`config.mk`:
```
export PLATFORM = sky130hd
export DESIGN_NAME = ex_mem_stage_reg_flat
export DESIGN_NICKNAME = d
export VERILOG_FILES = /design/src/rtl/ex_mem_if.sv /design/src/rtl/ex_mem_stage_reg.sv /design/src/flat_wrapper.sv
export SDC_FILE = /design/constraint.sdc
export NUM_CORES = 1
export LEC_CHECK = 0
export CORE_MARGIN = 1.5
export CORE_UTILIZATION = 55
export DETAILED_ROUTE_END_ITERATION = 16
export HOLD_SLACK_MARGIN = 0.02
export PLACE_DENSITY = 0.86
export SYNTH_ARGS = -nofsm -noshare
export SYNTH_HDL_FRONTEND = slang
export SYNTH_SLANG_ARGS = --single-unit
```
`constraint.sdc`:
```
create_clock -name clk -period 5.62 [get_ports clk]
set_input_delay 1.405 -clock clk [delete_from_list [all_inputs] [get_ports clk]]
set_output_delay 1.405 -clock clk [all_outputs]
set_load 0.05 [all_outputs]
```
`src/rtl/ex_mem_if.sv`:
```
// EX->MEM valid/ready bundle: handshake plus ALU result, store data,
// destination register and memory/writeback control.
interface ex_mem_if #(
   parameter int DATA_W = 64,
   parameter int RD_W   = 5,
   parameter int MTR_W  = 2
);
   logic              valid;
   logic              ready;
   logic [DATA_W-1:0] alu_result;
   logic [DATA_W-1:0] write_data;
   logic [RD_W-1:0]   rd;
   logic [MTR_W-1:0]  mem_to_reg;
   logic              reg_write;
   logic              mem_write;
   logic              read_enable;
   logic              choose_rd;

   modport master (
      output valid, alu_result, write_data, rd, mem_to_reg,
      output reg_write, mem_write, read_enable, choose_rd,
      input  ready
   );

   modport slave (
      input  valid, alu_result, write_data, rd, mem_to_reg,
      input  reg_write, mem_write, read_enable, choose_rd,
      output ready
   );
endinterface

```
`src/rtl/ex_mem_stage_reg.sv`:
```
// EX->MEM pipeline register with 2-entry skid buffer, synchronous flush
// and a saturating stall-cycle counter.
module ex_mem_stage_reg #(
   parameter int DATA_W = 64,
   parameter int RD_W   = 5,
   parameter int MTR_W  = 2,
   parameter int CNT_W  = 16
) (
   input  logic             clk,
   input  logic             reset,
   ex_mem_if.slave          ex,
   ex_mem_if.master         mem,
   input  logic             flush,
   output logic [CNT_W-1:0] stall_cnt
);
   typedef struct packed {
      logic [DATA_W-1:0] alu_result;
      logic [DATA_W-1:0] write_data;
      logic [RD_W-1:0]   rd;
      logic [MTR_W-1:0]  mem_to_reg;
      logic              reg_write;
      logic              mem_write;
      logic              read_enable;
      logic              choose_rd;
   } entry_t;

   typedef enum logic [1:0] {
      EMPTY = 2'd0,
      ONE   = 2'd1,
      FULL  = 2'd2
   } state_t;

   state_t state;
   state_t state_nxt;
   entry_t main_q;
   entry_t skid_q;
   entry_t in_e;
   logic   main_valid;
   logic   skid_valid;
   logic   accept;
   logic   consume;
   logic   ld_main_in;
   logic   ld_main_skid;
   logic   ld_skid;

   assign in_e = '{
      alu_result:  ex.alu_result,
      write_data:  ex.write_data,
      rd:          ex.rd,
      mem_to_reg:  ex.mem_to_reg,
      reg_write:   ex.reg_write,
      mem_write:   ex.mem_write,
      read_enable: ex.read_enable,
      choose_rd:   ex.choose_rd
   };

   assign main_valid = (state != EMPTY);
   assign skid_valid = (state == FULL);
   // ready depends only on registered state, never on mem.ready
   assign ex.ready   = !skid_valid;
   assign accept     = ex.valid & ex.ready;
   assign consume    = main_valid & mem.ready;

   always_comb begin
      state_nxt    = state;
      ld_main_in   = 1'b0;
      ld_main_skid = 1'b0;
      ld_skid      = 1'b0;
      if (flush) begin
         state_nxt = EMPTY;
      end else begin
         unique case (state)
            EMPTY: begin
               if (accept) begin
                  state_nxt  = ONE;
                  ld_main_in = 1'b1;
               end
            end
            ONE: begin
               if (accept && consume) begin
                  ld_main_in = 1'b1;
               end else if (accept) begin
                  state_nxt = FULL;
                  ld_skid   = 1'b1;
               end else if (consume) begin
                  state_nxt = EMPTY;
               end
            end
            FULL: begin
               if (consume) begin
                  state_nxt    = ONE;
                  ld_main_skid = 1'b1;
               end
            end
            default: state_nxt = EMPTY;
         endcase
      end
   end

   always_ff @(posedge clk or negedge reset) begin
      if (!reset) begin
         state <= EMPTY;
      end else begin
         state <= state_nxt;
      end
   end

   always_ff @(posedge clk or negedge reset) begin
      if (!reset) begin
         main_q <= '0;
         skid_q <= '0;
      end else if (flush) begin
         main_q.reg_write   <= 1'b0;
         main_q.mem_write   <= 1'b0;
         main_q.read_enable <= 1'b0;
         skid_q.reg_write   <= 1'b0;
         skid_q.mem_write   <= 1'b0;
         skid_q.read_enable <= 1'b0;
      end else begin
         if (ld_main_in) begin
            main_q <= in_e;
         end else if (ld_main_skid) begin
            main_q <= skid_q;
         end
         if (ld_skid) begin
            skid_q <= in_e;
         end
      end
   end

   always_ff @(posedge clk or negedge reset) begin
      if (!reset) begin
         stall_cnt <= '0;
      end else if (main_valid && !mem.ready && (stall_cnt != '1)) begin
         stall_cnt <= stall_cnt + CNT_W'(1);
      end
   end

   assign mem.valid       = main_valid;
   assign mem.alu_result  = main_q.alu_result;
   assign mem.write_data  = main_q.write_data;
   assign mem.rd          = main_q.rd;
   assign mem.mem_to_reg  = main_q.mem_to_reg;
   assign mem.reg_write   = main_q.reg_write & main_valid;
   assign mem.mem_write   = main_q.mem_write & main_valid;
   assign mem.read_enable = main_q.read_enable & main_valid;
   assign mem.choose_rd   = main_q.choose_rd & main_valid;
endmodule
```
`src/flat_wrapper.sv`:
```
// flat-port wrapper written by rule: the top's interface ports become plain ports
module ex_mem_stage_reg_flat 
#(
   parameter int DATA_W = 64,
   parameter int RD_W   = 5,
   parameter int MTR_W  = 2,
   parameter int CNT_W  = 16
)
  (clk, reset, flush, stall_cnt, ex_valid, ex_alu_result, ex_write_data, ex_rd, ex_mem_to_reg, ex_reg_write, ex_mem_write, ex_read_enable, ex_choose_rd, ex_ready, mem_valid, mem_alu_result, mem_write_data, mem_rd, mem_mem_to_reg, mem_reg_write, mem_mem_write, mem_read_enable, mem_choose_rd, mem_ready);
  ex_mem_if #(.DATA_W(DATA_W), .RD_W(RD_W), .MTR_W(MTR_W)) ex_i ();
  ex_mem_if #(.DATA_W(DATA_W), .RD_W(RD_W), .MTR_W(MTR_W)) mem_i ();
  input  logic clk;
  input  logic reset;
  input  logic flush;
  output logic [CNT_W-1:0] stall_cnt;
  input wire logic [$bits(ex_i.valid)-1:0] ex_valid;
  input wire logic [$bits(ex_i.alu_result)-1:0] ex_alu_result;
  input wire logic [$bits(ex_i.write_data)-1:0] ex_write_data;
  input wire logic [$bits(ex_i.rd)-1:0] ex_rd;
  input wire logic [$bits(ex_i.mem_to_reg)-1:0] ex_mem_to_reg;
  input wire logic [$bits(ex_i.reg_write)-1:0] ex_reg_write;
  input wire logic [$bits(ex_i.mem_write)-1:0] ex_mem_write;
  input wire logic [$bits(ex_i.read_enable)-1:0] ex_read_enable;
  input wire logic [$bits(ex_i.choose_rd)-1:0] ex_choose_rd;
  output wire logic [$bits(ex_i.ready)-1:0] ex_ready;
  output wire logic [$bits(mem_i.valid)-1:0] mem_valid;
  output wire logic [$bits(mem_i.alu_result)-1:0] mem_alu_result;
  output wire logic [$bits(mem_i.write_data)-1:0] mem_write_data;
  output wire logic [$bits(mem_i.rd)-1:0] mem_rd;
  output wire logic [$bits(mem_i.mem_to_reg)-1:0] mem_mem_to_reg;
  output wire logic [$bits(mem_i.reg_write)-1:0] mem_reg_write;
  output wire logic [$bits(mem_i.mem_write)-1:0] mem_mem_write;
  output wire logic [$bits(mem_i.read_enable)-1:0] mem_read_enable;
  output wire logic [$bits(mem_i.choose_rd)-1:0] mem_choose_rd;
  input wire logic [$bits(mem_i.ready)-1:0] mem_ready;
  assign ex_i.valid = ex_valid;
  assign ex_i.alu_result = ex_alu_result;
  assign ex_i.write_data = ex_write_data;
  assign ex_i.rd = ex_rd;
  assign ex_i.mem_to_reg = ex_mem_to_reg;
  assign ex_i.reg_write = ex_reg_write;
  assign ex_i.mem_write = ex_mem_write;
  assign ex_i.read_enable = ex_read_enable;
  assign ex_i.choose_rd = ex_choose_rd;
  assign ex_ready = ex_i.ready;
  assign mem_valid = mem_i.valid;
  assign mem_alu_result = mem_i.alu_result;
  assign mem_write_data = mem_i.write_data;
  assign mem_rd = mem_i.rd;
  assign mem_mem_to_reg = mem_i.mem_to_reg;
  assign mem_reg_write = mem_i.reg_write;
  assign mem_mem_write = mem_i.mem_write;
  assign mem_read_enable = mem_i.read_enable;
  assign mem_choose_rd = mem_i.choose_rd;
  assign mem_i.ready = mem_ready;
  ex_mem_stage_reg #(.DATA_W(DATA_W), .RD_W(RD_W), .MTR_W(MTR_W), .CNT_W(CNT_W)) u_core (.clk(clk), .reset(reset), .ex(ex_i), .mem(mem_i), .flush(flush), .stall_cnt(stall_cnt));
endmodule
```
==> results by group <==
Clock network
  – CTS clk-pin slew, worst paths: 0.06 ns
  – CTS H-tree lvls: 1
  – Longest Clk Path Bufs: 3
  – Setup bufs post-CTS: 0
  – Clk_lat worst skew: between 0.5 and 0.6 ns
  – TritonCTS clock tree: yes
  – CTS sink count: 296
  – CTS Hold Bufs: 0
  – Cts bufs inserted: 31
  – Root Driver: clkbuf_16
  – Cts repair resizes: 0

Synth
  – Post-Syn Area per Cell: 14.3 um^2
  – Post-Syn Area: 13900 um^2
  – Seq/Total Area, Yosys: 53.1%
  – Largest cells by area after synthesis: dfrtp_1, mux2_2, buf_4
  – Synthesized instance count: 978
  – Syn_nets: 1123
  – Synth top area share: 53.1%
  – Yosys cell types: 31
  – Number of synthesized register bits: 296
  – Synth Warn #: 0
  – Cell taking the most area after synthesis: dfrtp_1

Drt
  – DR top layer: met4
  – DR WL/cell: 18.9 um
  – Vias: 7936
  – Residual DRC: 0
  – Number of DRC markers in iteration 0: 407
  – Met3 WL: ~1.8 mm
  – Final WL: 28.2 mm
  – Number of nets with antenna violations after routing: 0
  – DR pass1 iterations: 4
  – WL met1: between 10 and 15 mm
  – Vias per inst: 5.32
  – Met2 WL: 13.6 mm

Die
  – Area of the core: 25000 um^2
  – Die W: 162 um
  – Cell row count: just under 60
  – Boundary pin count: roughly 300
  – Initial cell density of the core: 55.7%
  – Die ar.: 26300 um^2
  – Die Span Y: about 160 um

Layout
  – Share of layout cells above drive strength 1: a little under two fifths
  – FILL cells: 1732
  – Most flop-heavy register: u_core.skid_q
  – Area occupied by registers: roughly 7400 um^2
  – Area of the multi-input gates: between 5000 and 6000 um^2
  – Layout Nets: 1282
  – Largest register FFs: 139
  – P&R area growth vs syn: 23.4%

Worst setup path
  – CP Launch Type: flip-flop
  – Crit path DAT: 2.41 ns
  – Setup crit end kind: output pin
  – Crit Path Category: reg2out
  – Critical path fanouts, max: 7
  – Worst path required time: 4.22 ns

STA
  – Pins over their slew limit: 0
  – Hold slack final: 0.484 ns
  – Final Hold Fails: 0
  – Worst Tran Pin Value: 0.922 ns
  – Min cycle time layout: 3.82 ns
  – Slew headroom: between 30% and 40%
  – Tcrit/Tclk final: 67.9%
  – Max Clock Skew: between 0.015 and 0.02 ns
  – RSZ-0062 raised after global routing: false
  – Final setup violation count: 0
  – Fmax: ~0.26 GHz
  – Setup_tns: 0 ns

Power and ir drop
  – Clock Power Share: between 20% and 30%
  – Switch share: 37.5%
  – Peak VDD IR: between 300 and 400 uV
  – Internal Power: 5520 uW
  – Sequential share of power: 36.4%
  – Pwr/cell area: 514 nW/um^2
  – Comb power frac: 41.0%
  – Leakage: 0.00725 uW
  – Net Switching: 3310 uW

Global routing
  – First-pass GRT wire length: 44.9 mm
  – Initial antenna violation count: 2
  – Gr usage total: 21.4%
  – Largest net degree at the start of global routing: 120
  – Vias in the first global route: roughly 8.4k
  – Congestion Overflow GR: 0

Hold path
  – Hold crit path type: reg2reg

Placement
  – PortBufs: 300
  – DP Wirelength: 18.3 mm
  – GPL Wtd Cong: 0.868

Outcome
  – Status: complete, no violations

Job
  – Max-cap viol count: 0
-- cells in the final DEF (no fill, tap or decap), types with 5 or more instances in the layout --
cell type,n
a211oi_1,5
buf_4,6
clkbuf_1,6
clkbuf_16,31
clkbuf_8,10
clkdlybuf4s50_1,299
dfrtp_1,296
mux2_1,40
mux2_2,369
mux2i_1,8
nand2_1,6
nand3_1,6
nand4_1,5
nor2_1,12
nor2b_1,5
xor2_1,11
-- routing by layer --
metal | vias to the layer above | GRT usage [%]
met4 | 0 | 8.30
met1 | 4015 | 27.8
li1 | 3621 | -
met3 | 59 | 4.85
met5 | - | 0
met2 | 241 | 35.0
-- per-stage QoR --
step	util (%)	total power [uW]	cell area, um^2	setup slack [ns]	instances
2_1_floorplan	-	6180	13900	2.73	978
3_3_place_gp	64.7	6780	16200	1.65	1434
3_5_place_dp	64.7	6890	16200	1.61	1434
4_1_cts	68.7	8920	17200	1.77	1489
5_1_grt	68.7	9240	17200	1.69	1491
6_report	68.7	8830	17200	1.80	1491
-- kinds of logic (layout without fill, tap and decap cells) --
family	count (synthesis)	count (layout)	share of synthesized area, %
AOI/OAI and AO/OA	7	7	0.440
xor gates and xnor gates	15	15	0.943
adders and majority gates	1	1	0.0898
buffers and inverters	185	366	9.46
DFF	296	296	53.1
muxes	417	417	33.6
other	0	2	0
and+or+nand+nor	57	57	2.30
-- area by class of cell --
cell class | instances | area share, %
flip-flops and latches | 296 | 43.1
multi-input cells | 497 | 30.4
repair buffers | 310 | 18.2
clock buffers | 47 | 5.44
well taps | 330 | 2.40
clock inverters | 8 | 0.436
diodes | 2 | 0.0291
inverters | 1 | 0.0218
-- critical path, cell delays in order, from the launching register on --
cell and delay, ns:
dfrtp_1 0.45, nor2_1 0.52, nor2b_1 0.17, clkdlybuf4s50_1 0.74
-- Yosys cell counts --
library cell  instances
and4_1                2
nor2b_2               1
a211oi_1              5
mux2i_1               8
or2_2                 2
o2bb2ai_2             1
buf_4               136
nand2b_1              2
nand3_1               6
mux2_1               40
nor4bb_1              1
nor3_1                4
nand4_1               5
nor4_1                3
o22a_1                1
buf_2                25
buf_6                11
dfrtp_1             296
nor4b_1               3
nand2_1               6
xnor2_1               4
xor2_1               11
inv_1                 1
buf_1                 9
ha_1                  1
mux2_2              369
nor2_1               12
nor3b_1               2
and2_1                1
nor2b_1               7
clkbuf_1              3
-- power groups by stage --
stage	clock (uW)	combinational, uW	sequential [uW]
global placement	0	3570	3210
global route	2140	3780	3310
CTS	2040	3660	3220
detailed placement	0	3640	3250
floorplan	0	2960	3220
finish	1990	3630	3220
-- worst paths after layout --
kind,depth (start not counted),slack [ns],start,to
worst min register to register,1,0.48,u_core.skid_q[62],u_core.skid_q[62]
max in group asynchronous,2,3.56,reset,u_core.skid_q[60]
min in group asynchronous,1,0.91,reset,u_core.mem.write_data[31]
worst min-delay path,1,0.48,u_core.skid_q[62],u_core.skid_q[62]
worst max-delay path,3,1.80,u_core.state[0],mem_read_enable
worst max register to register,5,3.18,u_core.state[1],u_core.mem.alu_result[62]
No activity file was read; power rests on OpenSTA's default activity.
